File: src/rtl/apb_txn_monitor.sv
// Passive monitor for the RTC peripheral bus: follows the setup/access handshake, records each
// completed transfer and flags protocol errors. Define MON_COUNTERS_EN to build the per-mode counters.
module apb_txn_monitor #(
  parameter int                ADDR_W     = 8,
  parameter int                DATA_W     = 32,
  parameter logic [ADDR_W-1:0] ADDR_TIME  = 'h00,
  parameter logic [ADDR_W-1:0] ADDR_ALARM = 'h04,
  parameter logic [ADDR_W-1:0] ADDR_ADJ   = 'h08,
  parameter int                TIMEOUT    = 16,
  parameter int                CNT_W      = 16
) (
  input  logic              clk,
  input  logic              reset,
  input  logic              sel,
  input  logic              enable,
  input  logic              write,
  input  logic [ADDR_W-1:0] addr,
  input  logic [DATA_W-1:0] wdata,
  input  logic [DATA_W-1:0] rdata,
  input  logic              ready,
  input  logic              cnt_clr,
  output logic              txn_valid,
  output logic [2:0]        txn_mode,
  output logic [ADDR_W-1:0] txn_addr,
  output logic [DATA_W-1:0] txn_data,
  output logic              err_valid,
  output logic [2:0]        err_code,
  output logic              fail,
  output logic [CNT_W-1:0]  cnt_rd,
  output logic [CNT_W-1:0]  cnt_time,
  output logic [CNT_W-1:0]  cnt_alarm,
  output logic [CNT_W-1:0]  cnt_adj,
  output logic [CNT_W-1:0]  cnt_inv
);

  localparam int WAIT_W = (TIMEOUT < 2) ? 1 : $clog2(TIMEOUT + 1);

  localparam logic [2:0] MODE_NONE  = 3'b000;
  localparam logic [2:0] MODE_RD    = 3'b001;
  localparam logic [2:0] MODE_TIME  = 3'b010;
  localparam logic [2:0] MODE_ALARM = 3'b011;
  localparam logic [2:0] MODE_ADJ   = 3'b100;
  localparam logic [2:0] MODE_INV   = 3'b101;

  localparam logic [2:0] ERR_NONE     = 3'b000;
  localparam logic [2:0] ERR_NO_SETUP = 3'b001;
  localparam logic [2:0] ERR_DROP     = 3'b010;
  localparam logic [2:0] ERR_UNSTABLE = 3'b011;
  localparam logic [2:0] ERR_TIMEOUT  = 3'b100;

  typedef enum logic [1:0] {
    S_IDLE   = 2'd0,
    S_SETUP  = 2'd1,
    S_ACCESS = 2'd2
  } state_t;

  state_t              state;
  logic                lat_write;
  logic [ADDR_W-1:0]   lat_addr;
  logic [DATA_W-1:0]   lat_wdata;
  logic [WAIT_W-1:0]   wait_cnt;

  logic                setup_phase;
  logic                access_phase;
  logic                stable;
  logic [WAIT_W-1:0]   wait_next;
  logic                timeout_hit;
  logic [2:0]          cur_mode;
  logic [DATA_W-1:0]   cur_data;

  // SETUP is the state in which the first access cycle is observed, so both SETUP and ACCESS
  // judge the live bus against the fields latched during the setup phase.
  always_comb begin
    setup_phase  = sel && !enable;
    access_phase = sel && enable;
    stable       = (write == lat_write) && (addr == lat_addr) && (wdata == lat_wdata);
    wait_next    = wait_cnt + 1'b1;
    timeout_hit  = (wait_next == WAIT_W'(TIMEOUT));
    cur_data     = lat_write ? lat_wdata : rdata;
    cur_mode     = MODE_RD;
    if (lat_write) begin
      if (lat_addr == ADDR_TIME) begin
        cur_mode = MODE_TIME;
      end else if (lat_addr == ADDR_ALARM) begin
        cur_mode = MODE_ALARM;
      end else if (lat_addr == ADDR_ADJ) begin
        cur_mode = MODE_ADJ;
      end else begin
        cur_mode = MODE_INV;
      end
    end
  end

  always_ff @(posedge clk or negedge reset) begin
    if (!reset) begin
      state     <= S_IDLE;
      lat_write <= 1'b0;
      lat_addr  <= '0;
      lat_wdata <= '0;
      wait_cnt  <= '0;
      txn_valid <= 1'b0;
      txn_mode  <= MODE_NONE;
      txn_addr  <= '0;
      txn_data  <= '0;
      err_valid <= 1'b0;
      err_code  <= ERR_NONE;
      fail      <= 1'b0;
    end else begin
      txn_valid <= 1'b0;
      err_valid <= 1'b0;
      unique case (state)
        S_IDLE: begin
          if (setup_phase) begin
            state     <= S_SETUP;
            lat_write <= write;
            lat_addr  <= addr;
            lat_wdata <= wdata;
            wait_cnt  <= '0;
          end else if (access_phase) begin
            err_valid <= 1'b1;
            err_code  <= ERR_NO_SETUP;
            fail      <= 1'b1;
          end
        end
        S_SETUP, S_ACCESS: begin
          if (!access_phase && state == S_SETUP) begin
            state     <= S_IDLE;
            err_valid <= 1'b1;
            err_code  <= ERR_DROP;
            fail      <= 1'b1;
          end else if (!access_phase || !stable) begin
            // A corrupted access is reported even if the slave says ready in the same cycle.
            state     <= S_IDLE;
            err_valid <= 1'b1;
            err_code  <= ERR_UNSTABLE;
            fail      <= 1'b1;
          end else if (ready) begin
            state     <= S_IDLE;
            txn_valid <= 1'b1;
            txn_mode  <= cur_mode;
            txn_addr  <= lat_addr;
            txn_data  <= cur_data;
          end else if (timeout_hit) begin
            state     <= S_IDLE;
            err_valid <= 1'b1;
            err_code  <= ERR_TIMEOUT;
            fail      <= 1'b1;
          end else begin
            state    <= S_ACCESS;
            wait_cnt <= wait_next;
          end
        end
        default: begin
          state <= S_IDLE;
        end
      endcase
    end
  end

`ifdef MON_COUNTERS_EN
  logic [CNT_W-1:0] cnt_q [5];

  // Counters follow the published record, so they lag txn_valid by one cycle; clear wins.
  always_ff @(posedge clk or negedge reset) begin
    if (!reset) begin
      for (int i = 0; i < 5; i++) begin
        cnt_q[i] <= '0;
      end
    end else if (cnt_clr) begin
      for (int i = 0; i < 5; i++) begin
        cnt_q[i] <= '0;
      end
    end else if (txn_valid) begin
      case (txn_mode)
        MODE_RD:    if (cnt_q[0] != '1) cnt_q[0] <= cnt_q[0] + 1'b1;
        MODE_TIME:  if (cnt_q[1] != '1) cnt_q[1] <= cnt_q[1] + 1'b1;
        MODE_ALARM: if (cnt_q[2] != '1) cnt_q[2] <= cnt_q[2] + 1'b1;
        MODE_ADJ:   if (cnt_q[3] != '1) cnt_q[3] <= cnt_q[3] + 1'b1;
        MODE_INV:   if (cnt_q[4] != '1) cnt_q[4] <= cnt_q[4] + 1'b1;
        default: ;
      endcase
    end
  end

  assign cnt_rd    = cnt_q[0];
  assign cnt_time  = cnt_q[1];
  assign cnt_alarm = cnt_q[2];
  assign cnt_adj   = cnt_q[3];
  assign cnt_inv   = cnt_q[4];
`else
  logic unused_cnt_clr;

  assign unused_cnt_clr = cnt_clr;
  assign cnt_rd         = '0;
  assign cnt_time       = '0;
  assign cnt_alarm      = '0;
  assign cnt_adj        = '0;
  assign cnt_inv        = '0;
`endif

endmodule
File: config.mk
export PLATFORM = sky130hd
export DESIGN_NAME = apb_txn_monitor
export DESIGN_NICKNAME = d
export VERILOG_FILES = /design/src/rtl/apb_txn_monitor.sv
export SDC_FILE = /design/constraint.sdc
export NUM_CORES = 1
export LEC_CHECK = 0
export CAP_MARGIN = 20
export CORE_ASPECT_RATIO = 1.4
export CORE_MARGIN = 5
export CORE_UTILIZATION = 45
export CTS_BUF_LIST = sky130_fd_sc_hd__clkbuf_4
export CTS_CLUSTER_SIZE = 12
export DETAILED_ROUTE_END_ITERATION = 16
export GPL_TIMING_DRIVEN = 0
export PLACE_DENSITY = 0.9
export SLEW_MARGIN = 20
export SYNTH_ARGS = -nofsm -noshare
export SYNTH_HDL_FRONTEND = slang
export SYNTH_SLANG_ARGS = --single-unit
File: constraint.sdc
create_clock -name clk -period 5.4 [get_ports clk]
set_clock_uncertainty 0.1 [all_clocks]
set_input_delay 1.62 -clock clk [delete_from_list [all_inputs] [get_ports clk]]
set_output_delay 1.62 -clock clk [all_outputs]
set_load 0.1 [all_outputs]
# [Yosys cells after proc, flatten, opt, wreduce, memory -nomap -nowiden]
# Index checks and enable logic that the tools add are counted.
[word_totals] ff_bits=97 inputBits=79 output_inout_bits=129 wordCells=91
[op_classes] n_addsub=1 eq_ne=17 muxes=42 bitwise_logic=2 reduce_logical=17
[op_table] cell="$eq A32 B32 Y1" n=1
[op_table] cell="$mux W32" n=1
[op_table] cell="$mux W3" n=9
[op_table] cell="$mux W5" n=5
[op_table] cell="$mux W1" n=17
[op_table] cell="$ne A2 B2 Y1 const B" n=7
[op_table] cell="$mux W2" n=5
[op_table] cell="$pmux W5 S2" n=1
[op_table] cell="$eq A8 B3 Y1 const B" n=1
[op_table] cell="$eq A8 B4 Y1 const B" n=1
[op_table] cell="$eq A8 B8 Y1" n=1
[op_table] cell="$logic_not A8 Y1" n=1
[op_table] cell="$ne A4 B4 Y1 const B" n=2
[op_table] cell="$pmux W3 S2" n=1
[op_table] cell="$reduce_and A6 Y1" n=1
[op_table] cell="$add A5 B1 Y5 const B" n=1
[op_table] cell="$eq A5 B5 Y1 const B" n=1
[op_table] cell="$logic_and A1 B1 Y1" n=5
[op_table] cell="$reduce_and A5 Y1" n=1
[op_table] cell="$pmux W1 S2" n=2
[op_table] cell="$pmux W2 S2" n=1
[op_table] cell="$reduce_and A4 Y1" n=1
[op_table] cell="$logic_not A1 Y1" n=3
[op_table] cell="$eq A2 B1 Y1 const B" n=1
[op_table] cell="8 further kinds" n=9

# [Depth between registers and ports, before layout]
# Gate-level depths: netlist (run 1).
[logic_depth] depth_word=8 ltp_mapped=9 ltp_nobuf=8

# [Least setup slack after synthesis (run 1)]
# No wires, ideal clock.
[synth_path] path_kind="input-to-reg" from="in enable" to="reg wait_cnt[2]" setup_time_ps=124 arrival_ps=3397 required_ps=5176 setup_slack_ps=1779 stages=6 n_path_buf=0 cell_sequence="nand2_1 -> or4_1 -> nor4_1 -> o2111ai_1 -> o311a_1 -> a211o_1"
[synth_between] elab_chain_len=5 word_cells_on_any_way=10 classes_between="3 x eq/ne; 7 x reduce/logical"
[synth_lines] element="from (decl)" line="15" rtl="input logic enable,"
[synth_lines] element="$logic_and A1 B1 Y1" line="75" rtl="access_phase = sel && enable;"
[synth_lines] element="$logic_not A1 Y1" line="126, 131"
[synth_lines] element="$logic_or A1 B1 Y1 or $logic_and A1 B1 Y1 (tied branches)" line="131, 126"
[synth_lines] element="$ne A2 B2 Y1 (no source line)"
[synth_lines] element="$reduce_and A6 Y1 (no source line) (*)"
[synth_lines] element="to (signal assigned)" line="150" rtl="wait_cnt <= wait_next;"
[synth_lines] element="to (decl)" line="61" rtl="logic [WAIT_W-1:0] wait_cnt;"
# Mark *: on every way between the ends. The rest lies on a longest branch, timed or not.
# A chain may end at the register's enable or synchronous reset.

# [Final worst setup path (run 1)]
[layout_path] from="in enable" to="reg txn_data[18]"
[layout_between] elab_chain_len=5 word_cells_on_any_way=7 classes_between="2 x bitwise; 5 x reduce/logical"
[layout_lines] element="$logic_and A1 B1 Y1 (*)" line="75"
[layout_lines] element="$logic_not A1 Y1 (*)" line="126, 131"
[layout_lines] element="$logic_or A1 B1 Y1 or $logic_and A1 B1 Y1 (tied branches)" line="131, 126"
[layout_lines] element="$not A1 Y1 (no source line)"
[layout_lines] element="$reduce_and A4 Y1 (no source line) (*)"
[layout_lines] element="to (signal assigned)" line="142" rtl="txn_data <= cur_data;"
[layout_lines] element="to (decl)" line="25" rtl="output logic [DATA_W-1:0] txn_data,"
# Marked as above.

==> results.md, run 1 <==
* Clock slew at reported path FFs at 0.14 ns
* Hpwl dp at 11,400 um
* P_sw at 0.00113 W
* Vias/cell at 4.93
* Post-DRT Antenna Nets at 0
* Seq/Total Area, Yosys at 0.444
* Max Cap Violations at 0
* Critical path launch point type: primary input
* Top-count cell post-synth: dfrtp_1
* Placed insts at 862
* EDFF count, synth at 0
* Data required time of the worst path at 5.63 ns
* Leak at 3.49 nW
* Yosys warns at 0
* Detailed-route via count at 4,331
* Commonest cells in the netlist: dfrtp_1, buf_4, o21ai_0
* Sw Ratio at 0.434
* Cts bufs inserted at 9
* Avg Synthesized Cell Area at 10.7 um^2
* Worst R2R Path Depth at 9
* Total grt overflow at 0
* Placer Congestion at 0.864
* Setup TNS at 0 ns
* Area growth syn-to-layout at 34.9%
* DIE HEIGHT at 140 um
* XOR/XNOR Fraction of Synth Area at 0.0657
* Initial antenna violation count at 0
* Worst setup path category: in -> reg
* Rows at 47
* Max Slew Vio Count at 0
* Register area at 2430 um^2
* Power per cell area at 352 nW/um^2
* Clock sinks at 97
* Rel. slew slack at 0.315
* Worst setup EP type: flip-flop
* Tightest Hold Check Type: reg -> reg
* Tmin final at 4.04 ns
* Setup violations, final at 0
* Port-buffer cells at 126
* Hold Crit Start: fail$_DFFE_PN0P_
* CTS tree: done
* Reg-to-reg slack, setup at 2.53 ns
* Outcome: finished clean
* Simple-gate area share of the yosys netlist at 0.0802
* Post-synthesis mux area share at 0.163
* Clk root buf: clkbuf_4
* Hold path cells at 1
* Worst Path Max Fanout at 10
* Vias in the first global route at 4,313
* Largest area contributor in the netlist: dfrtp_1
* Post-Syn Instances at 509
* F_max at 247 MHz
* Layout fillers at 995
* Max IR drop VDD at 0.227 mV
* Internal power at 0.00147 W
* Largest family of logic cells by synthesized area: multiplexers
* Top-area cell type share of the netlist area at 0.444
* Total core area at 11,900 um^2
* Routed len/inst at 16.2 um
* Area of the multi-input gates at 2590 um^2
* Arrival @ worst endpoint at 4.28 ns
* Hold-fix buffers, CTS at 0
* Nets@finish at 810
* Initial core utilization at 0.460
* Synth Cell Area at 5460 um^2
* Logic pwr share at 0.449
* DR iter-0 viols at 308
* Largest net degree at the start of global routing at 58
* #FFs+latches synth at 97
* Origin of the critical flop-to-flop path: lat_write$_DFFE_PN0P_
* Clock power share at 0.150
* Sequential share of power at 0.402
* Ratio of cells with drive above 1 in the final layout at 0.207
* Routed WL at 14,300 um
* Hold EP: fail$_DFFE_PN0P_
* Fin crit share at 0.749
* Post-synthesis compound-gate area fraction at 0.0992
* Post-Synth Adder-Cell Area at 0.0115
* TritonRoute pass-1 iters at 4
* Unrepaired setup endpoints after global routing: no
* Die X at 103 um
* Post-Layout Cell Count at 878
* Cts repair resizes at 0
* Worst-Margin Slew at 1.02 ns
* Die Area at 14,500 um^2
* Post-CTS Setup Bufs at 0
* Most common flop cell mapped by yosys: dfrtp_1
* Clk buf depth at 2
* Async SR Flop Fraction at 1.00
* Synth top area cells: dfrtp_1, buf_4, mux2_2
* Final hold viol count at 0
* Cell variety after synth at 46
* Ant diodes at 0
* Worst reg2reg endpoint: txn_data[18]$_DFFE_PN0P_
* Top Ports at 208
* CTS H-tree depth at 3
* Drc violations at 0
* Tot GR Track Use at 0.195
* Worst-Skew Late Latency at 0.47 ns
* First-pass GRT wire length at 21,900 um
==> final cells by class <==
class	instances	share of cell area
Multi-Input combinational cell	380	0.352
Clock buffer	10	0.0102
Timing Repair Buffer	127	0.175
Inverter	9	0.00459
Tap cell	147	0.0250
Clock inverter	6	0.00798
Buffer	102	0.0958
Sequential cell	97	0.329
==> registers in the layout, summed over array words and instances (netlist names) <==
signal,count
lat_wdata,32
txn_data,32
lat_addr,8
txn_addr,8
wait_cnt,5
err_code,3
txn_mode,3
state,2
err_valid,1
fail,1
lat_write,1
txn_valid,1
==> stage by stage <==
| stage | total power [W] | cell area (um^2) | hold slack (ns) | worst slack (ns) | utilization |
|---|---|---|---|---|---|
| global placement | 0.00218 | 7200 | 0.353 | -1.08 | 0.606 |
| global route | 0.00273 | 7370 | 0.439 | 1.20 | 0.620 |
| floorplan | 0.00193 | 5760 | 0.369 | 1.78 | - |
| finish | 0.00260 | 7370 | 0.393 | 1.36 | 0.620 |
| detailed placement | 0.00222 | 7230 | 0.371 | 0.883 | 0.609 |
| CTS | 0.00260 | 7370 | 0.406 | 1.40 | 0.620 |
==> cells by family (layout without fill, tap and decap cells) <==
family                     Yosys count  after routing
buffers and inverters              111            254
DFF                                 97             97
AOI/OAI and AO/OA                   95             95
muxes                               81             81
and+or+nand+nor                     78             78
xor gates and xnor gates            41             41
adders and majority gates            5              5
other                                1             80
==> power groups by stage <==
stage | logic (W) | registers (W) | clock network, W
2_1_floorplan | 0.000834 | 0.00109 | 0
5_1_grt | 0.00125 | 0.00107 | 0.000422
6_report | 0.00116 | 0.00104 | 0.000389
3_3_place_gp | 0.00114 | 0.00104 | 0
4_1_cts | 0.00116 | 0.00104 | 0.000395
3_5_place_dp | 0.00116 | 0.00106 | 0
==> layout by cell type, fill, tap and decap left out, types with 8 or more instances in the layout <==
| cell | n |
|---|---|
| mux2_2 | 44 |
| dfrtp_1 | 97 |
| clkbuf_4 | 10 |
| inv_1 | 9 |
| xor2_1 | 41 |
| clkdlybuf4s50_1 | 125 |
| conb_1 | 80 |
| buf_4 | 80 |
| nor2_1 | 10 |
| or4_1 | 8 |
| o21ai_0 | 68 |
| nand2_1 | 12 |
| clkbuf_1 | 15 |
| mux2i_1 | 32 |
| nor4_1 | 18 |
==> how the worst max path moves through the flow <==
| stage | from | endpoint | cells after the start |
|---|---|---|---|
| 4_1_cts | enable | txn_data[16]$_DFFE_PN0P_ | 9 |
| 2_1_floorplan | enable | wait_cnt[2]$_DFFE_PN0P_ | 6 |
| 5_1_grt | enable | txn_data[16]$_DFFE_PN0P_ | 9 |
| 6_report | enable | txn_data[18]$_DFFE_PN0P_ | 9 |
| 3_3_place_gp | reset | txn_data[18]$_DFFE_PN0P_ | 1 |
| 3_5_place_dp | wdata[17] | txn_data[16]$_DFFE_PN0P_ | 9 |
==> metal layers <==
metal	up-vias	global-route usage	part of all wire
li1	2074	-	-
met1	2037	0.223	0.37
met2	192	0.337	0.51
met3	28	0.0532	0.091
met4	0	0.0812	0.030
met5	-	0	0
==> critical path: stages <==
cell             delay, ns
clkdlybuf4s50_1       0.47
nand2_1               0.15
nor4_1                0.42
nand4_1               0.13
or4_1                 0.49
clkbuf_1              0.29
clkbuf_1              0.35
o21ai_0               0.24
o21ai_0               0.11
Power figures use the tool's default switching activity.
==> run 2: changes to the inputs <==
--- a/config.mk
+++ b/config.mk
@@ -8,12 +8,12 @@
 export CAP_MARGIN = 20
 export CORE_ASPECT_RATIO = 1.4
 export CORE_MARGIN = 5
-export CORE_UTILIZATION = 45
+export CORE_UTILIZATION = 41
 export CTS_BUF_LIST = sky130_fd_sc_hd__clkbuf_4
 export CTS_CLUSTER_SIZE = 12
 export DETAILED_ROUTE_END_ITERATION = 16
 export GPL_TIMING_DRIVEN = 0
-export PLACE_DENSITY = 0.9
+export PLACE_DENSITY = 0.86
 export SLEW_MARGIN = 20
 export SYNTH_ARGS = -nofsm -noshare
 export SYNTH_HDL_FRONTEND = slang
==> constraint.sdc (replaced) <==
create_clock -name clk -period 3.45 [get_ports clk]
set_clock_uncertainty 0.1 [all_clocks]
set_input_delay 1.035 -clock clk [delete_from_list [all_inputs] [get_ports clk]]
set_output_delay 1.035 -clock clk [all_outputs]
set_load 0.1 [all_outputs]
==> results.md, run 2 (same netlist as run 1, synthesis figures left out) <==
* Outcome: finished clean
* DR iter-0 viols at 263 (-15%)
* CTS H-tree depth at 3 (unchanged)
* Arrival @ worst endpoint at 3.58 ns (-0.70 ns)
* Post-route cell area at 7420 um^2 (+0.75%)
* Nets@finish at 810 (unchanged)
* Layout fillers at 1,131 (+14%)
* Routed metal-1 wirelength at 5400 um (+3.7%)
* Pwr Total at 0.00405 W (+56%)
* Worst Path Max Fanout at 10 (unchanged)
* Rel. slew slack at 0.307 (-0.00817)
* Hpwl dp at 11,700 um (+2.9%)
* Die Area at 15,800 um^2 (+8.9%)
* Ratio of cells with drive above 1 in the final layout at 0.215 (+0.00821)
* Unrepaired setup endpoints after global routing: no
* WL met2 at 7630 um (+4.2%)
* Hold-fix buffers, CTS at 0 (unchanged)
* Tightest Hold Check Type: in -> async
* Leak at 3.49 nW (+0.21%)
* Initial core utilization at 0.414 (-0.0460)
* Largest regs: lat_wdata x32, txn_data x32
* Area growth syn-to-layout at 35.9%
* Rows at 50 (+6.4%)
* Total core area at 13,200 um^2 (+11%)
* Clock slew at reported path FFs at 0.15 ns (about the same)
* Detailed-route via count at 4,393 (+1.4%)
* Critical path launch point type: primary input
* Power per cell area at 546 nW/um^2 (+55%)
* Tmin final at 3.30 ns
* Worst R2R Path Depth at 8 (-1)
* Vias in the first global route at 4,291 (-0.51%)
* Worst-Margin Slew at 1.04 ns (+0.0122 ns)
* Commonest non-fill, non-tap cell in the layout: clkdlybuf4s50_1
* Largest net degree at the start of global routing at 73 (+26%)
* Worst setup EP type: flip-flop
* Routed len/inst at 16.3 um (+0.13%)
* Pre-CTS setup slack at -0.456 ns (-1.34 ns)
* Worst setup path category: in -> reg
* Post-DRT Antenna Nets at 0 (unchanged)
* F_max at 303 MHz
* Total grt overflow at 0 (unchanged)
* Max IR drop VDD at 0.247 mV (+8.8%)
* Clk root buf: clkbuf_4
* Setup violations, final at 0 (unchanged)
* Uppermost layer routed: met4
* Area of the multi-input gates at 2610 um^2 (+0.72%)
* Max Slew Vio Count at 0 (unchanged)
* Max Cap Violations at 0 (unchanged)
* PnR worst setup slack at 0.150 ns (-1.21 ns)
* Clock sinks at 97 (unchanged)
* Routed WL at 14,900 um (+4.2%)
* Data required time of the worst path at 3.73 ns (-1.90 ns)
* Worst-Skew Late Latency at 0.47 ns (about the same)
* Final core occ at 0.562 (-0.0579)
* TritonRoute pass-1 iters at 5 (+1)
* DIE HEIGHT at 147 um (+4.4%)
* Most frequent cells in the layout: clkdlybuf4s50_1, dfrtp_1, buf_4, conb_1, o21ai_0
* Initial antenna violation count at 1 (+1)
* Final hold viol count at 0 (unchanged)
* WL met3 at 1250 um (-4.4%)
* Clk buf depth at 2 (unchanged)
* Port-buffer cells at 126 (unchanged)
* Placer Congestion at 0.832 (-3.6%)
* Vias/cell at 4.81 (-2.6%)
* Register area at 2430 um^2 (unchanged)
* Placed Area at 7280 um^2 (+0.61%)
* Tot GR Track Use at 0.186 (-0.00945)
* CTS tree: done
* Top Ports at 208 (unchanged)
* Fin crit share at 0.957
* Cts bufs inserted at 9 (unchanged)
* Die X at 108 um (+4.3%)
* Drc violations at 0 (unchanged)
* First-pass GRT wire length at 22,900 um (+4.5%)
[run 2: per-stage QoR]
step / std cells / setup TNS [ns] / hold slack, ns
2_1_floorplan: 588 / 0 / 0.369
3_3_place_gp: 896 / -257.42 / 0.353
3_5_place_dp: 897 / -18.22 / 0.360
4_1_cts: 913 / 0 / 0.290
5_1_grt: 914 / 0 / 0.285
6_report: 914 / 0 / 0.289
[run 2: worst paths after layout]
check	from	endpoint	slack, ns
setup / recovery	wdata[17]	txn_addr[6]$_DFFE_PN0P_	0.15
hold / removal	reset	txn_mode[1]$_DFFE_PN0P_	0.29
setup reg to reg	lat_wdata[17]$_DFFE_PN0P_	txn_addr[6]$_DFFE_PN0P_	0.71
hold reg to reg	fail$_DFFE_PN0P_	fail$_DFFE_PN0P_	0.39
max in group asynchronous	reset	lat_wdata[22]$_DFFE_PN0P_	2.31
min in group clk	fail$_DFFE_PN0P_	fail$_DFFE_PN0P_	0.39
[run 2: repair_timing]
action,in CTS,in global routing
setup endpoints to repair,0,33
gates resized for setup,0,9
buffers inserted,0,0
[run 2: power breakdown]
part | switching (W) | leakage (nW) | internal [W]
Sequential | 0.000263 | 1.25 | 0.00138
Combinational | 0.00114 | 2.18 | 0.000697
Clock | 0.000394 | 0.0691 | 0.000175
Total | 0.00180 | 3.49 | 0.00225
[run 2: critical path, stage by stage]
cell and delay, ns:
clkdlybuf4s50_1 0.46, xor2_1 0.21, nor4_1 0.41, nand4_1 0.13, or4_1 0.49, or2_1 0.24
buf_6 0.16, buf_6 0.15, mux2_4 0.29
[run 2: cell type report]
type,count,area share
multi-input cells,380,0.352
flip-flops and latches,97,0.327
repair buffers,127,0.174
plain buffers,102,0.0956
well taps,182,0.0307
clock buffers,12,0.0121
inverters,9,0.00455
clock inverters,4,0.00405
diodes,1,0.000337
[run 2: per-layer routing]
layer / vias up / track usage
met5: - / 0
met1: 2067 / 0.205
li1: 2080 / -
met4: 0 / 0.0897
met2: 207 / 0.323
met3: 39 / 0.0522
==> run 3: changes to the inputs <==
--- a/config.mk
+++ b/config.mk
@@ -5,15 +5,19 @@
 export SDC_FILE = /design/constraint.sdc
 export NUM_CORES = 1
 export LEC_CHECK = 0
+export ABC_CLOCK_PERIOD_IN_PS = 3450
 export CAP_MARGIN = 20
+export CELL_PAD_IN_SITES_DETAIL_PLACEMENT = 1
+export CELL_PAD_IN_SITES_GLOBAL_PLACEMENT = 2
 export CORE_ASPECT_RATIO = 1.4
 export CORE_MARGIN = 5
-export CORE_UTILIZATION = 41
+export CORE_UTILIZATION = 25
 export CTS_BUF_LIST = sky130_fd_sc_hd__clkbuf_4
 export CTS_CLUSTER_SIZE = 12
 export DETAILED_ROUTE_END_ITERATION = 16
 export GPL_TIMING_DRIVEN = 0
-export PLACE_DENSITY = 0.86
+export PLACE_DENSITY = 0.87
+export SETUP_SLACK_MARGIN = 0.15
 export SLEW_MARGIN = 20
 export SYNTH_ARGS = -nofsm -noshare
 export SYNTH_HDL_FRONTEND = slang
==> results.md, run 3 (same netlist as run 1, synthesis figures left out) <==
* Outcome: finished clean
* First-pass GRT wire length at 26,700 um (+17%)
* Ratio of cells with drive above 1 in the final layout at 0.228 (+0.0134)
* Worst setup EP type: flip-flop
* Fin crit share at 0.930 (-0.0266)
* Critical path launch point type: primary input
* Sequential share of power at 0.386 (-0.020)
* Hpwl dp at 14,000 um (+20%)
* Commonest non-fill, non-tap cell in the layout: clkdlybuf4s50_1
* Setup violations, final at 0 (unchanged)
* Final hold viol count at 0 (unchanged)
* Max IR drop VDD at 0.209 mV (-15%)
* Register area at 2430 um^2 (unchanged)
* Area growth syn-to-layout at 40.2%
* Unrepaired setup endpoints after global routing: no
* Total core area at 21,700 um^2 (+64%)
* Detailed-route via count at 4,366 (-0.61%)
* Origin of the critical flop-to-flop path: lat_write$_DFFE_PN0P_
* Worst-Margin Slew at 1.06 ns (+0.0244 ns)
* Initial core utilization at 0.252 (-0.162)
* Die X at 135 um (+25%)
* Total grt overflow at 0 (unchanged)
* Tmin final at 3.21 ns (-0.0918 ns)
* Max Slew Vio Count at 0 (unchanged)
* Leak at 3.53 nW (+0.97%)
* Largest net degree at the start of global routing at 68 (-6.8%)
* P_sw at 0.00185 W (+3.0%)
* Cts bufs inserted at 9 (unchanged)
* Clk root buf: clkbuf_4
* Sw Ratio at 0.437 (-0.00677)
* Placed Area at 7420 um^2 (+2.0%)
* Clk buf depth at 2 (unchanged)
* Port-buffer cells at 126 (unchanged)
* Post-DRT Antenna Nets at 0 (unchanged)
* Drc violations at 0 (unchanged)
* Power per cell area at 554 nW/um^2 (+1.4%)
* DR iter-0 viols at 200 (-24%)
* Critical path origin: wdata[29]
* F_max at 312 MHz (+2.9%)
* Tightest Hold Check Type: in -> async
* Nets@finish at 811 (+0.12%)
* Rel. slew slack at 0.290 (-0.0163)
* CTS H-tree depth at 3 (unchanged)
* Routed WL at 17,500 um (+18%)
* Worst setup path category: in -> reg
* Placer Congestion at 0.792 (-4.9%)
* Internal power at 0.00239 W (+5.9%)
* Placed insts at 1,012 (+13%)
* Vias in the first global route at 4,741 (+10%)
* Clock slew at reported path FFs at 0.17 ns (+0.02 ns)
* Most frequent cells in the layout: clkdlybuf4s50_1, dfrtp_1, buf_4
* Arrival @ worst endpoint at 3.47 ns (-0.11 ns)
* Max Cap Violations at 0 (unchanged)
* Worst Path Max Fanout at 10 (unchanged)
* Critical path endpoint: txn_addr[6]$_DFFE_PN0P_
* Post-Layout Cell Count at 1,032 (+13%)
* Clock power share at 0.170 (+0.030)
* CTS tree: done
* Reg-to-reg slack, setup at 0.74 ns (+0.03 ns)
* Routed len/inst at 16.9 um (+4.2%)
* Worst path cell trace: clkdlybuf4s50_1 > xor2_1 > nor4_1 > nand3_1 > or4_1 > or2_1 > buf_6 > buf_6 > mux2_4
* Logic pwr share at 0.444 (-0.010)
* Worst reg2reg endpoint: txn_addr[6]$_DFFE_PN0P_
* Area of the multi-input gates at 2640 um^2 (+1.0%)
* Most common cell on crit path: buf_6
* Largest regs: lat_wdata x32, txn_data x32
* Clock sinks at 97 (unchanged)
* Tot GR Track Use at 0.139 (-0.0464)
* DIE HEIGHT at 185 um (+26%)
* Worst-Skew Late Latency at 0.48 ns (about the same)
* Slowest stage delay, CP at 0.53 ns (+0.04 ns)
* Data required time of the worst path at 3.71 ns (-0.02 ns)
* Vias/cell at 4.23 (-12%)
* Worst R2R Path Depth at 9 (+1)
* Initial antenna violation count at 3 (+2)
* Layout fillers at 2,509 (+120%)
* TritonRoute pass-1 iters at 4 (-1)
* Max stage delay cell, worst path: or4_1
* Post-route cell area at 7660 um^2 (+3.2%)
* Die Area at 24,900 um^2 (+58%)
* Top Ports at 208 (unchanged)
* Rows at 64 (+28%)
==> run 3: metal layers <==
layer,GRT usage,up-vias,part of all wire
met5,0,-,0
met4,0.0553,0,0.021
met3,0.0459,16,0.074
met2,0.238,155,0.51
met1,0.161,2121,0.40
li1,-,2074,-
==> run 3: power groups by stage <==
stage / clock, W / combinational, W / sequential [W]
2_1_floorplan: 0 / 0.00131 / 0.00171
3_3_place_gp: 0 / 0.00184 / 0.00165
3_5_place_dp: 0 / 0.00187 / 0.00166
4_1_cts: 0.000751 / 0.00188 / 0.00164
5_1_grt: 0.000789 / 0.00203 / 0.00167
6_report: 0.000721 / 0.00188 / 0.00163
==> run 3: worst max-delay path, delay by kind of cell <==
family / cells / cell delay, ns
buf+inv: 3 / 0.73
simple gates: 4 / 1.20
mux: 1 / 0.30
xor+xnor: 1 / 0.20
==> run 3: layout make-up <==
class,instances,share of cell area
diodes,3,0.000980
plain buffers,102,0.0936
clock buffers,10,0.00980
clock inverters,6,0.0118
inverters,9,0.00441
multi-input cells,380,0.344
flip-flops and latches,97,0.317
well taps,297,0.0485
repair buffers,128,0.169
==> run 3: timing repair <==
| action | in CTS | in global routing |
|---|---|---|
| setup buffers | 0 | 1 |
| setup endpoints to repair | 32 | 40 |
| gates resized for setup | 6 | 19 |
| pin swaps | 0 | 2 |
| hold buffers | 0 | 0 |
==> run 3: through the flow <==
stage | util | setup slack (ns) | TNS, ns | total power (W) | hold WS, ns
global placement | 0.341 | -2.76 | -283.36 | 0.00349 | 0.363
floorplan | - | 0.414 | 0 | 0.00301 | 0.369
finish | 0.353 | 0.241 | 0 | 0.00424 | 0.318
detailed placement | 0.342 | -0.517 | -18.27 | 0.00353 | 0.362
CTS | 0.350 | 0.155 | 0 | 0.00427 | 0.271
global route | 0.353 | 0.164 | 0 | 0.00450 | 0.279
==> run 3: worst min-delay path by stage <==
stage	startpoint	endpoint	slack, ns	depth (start not counted)
after detailed placement	fail$_DFFE_PN0P_	fail$_DFFE_PN0P_	0.36	1
after floorplan	state[1]$_DFFE_PN0P_	state[1]$_DFFE_PN0P_	0.37	2
final	reset	txn_addr[0]$_DFFE_PN0P_	0.32	1
after global placement	fail$_DFFE_PN0P_	fail$_DFFE_PN0P_	0.36	1
after global routing	reset	txn_addr[0]$_DFFE_PN0P_	0.28	1
after CTS	reset	lat_wdata[8]$_DFFE_PN0P_	0.27	1
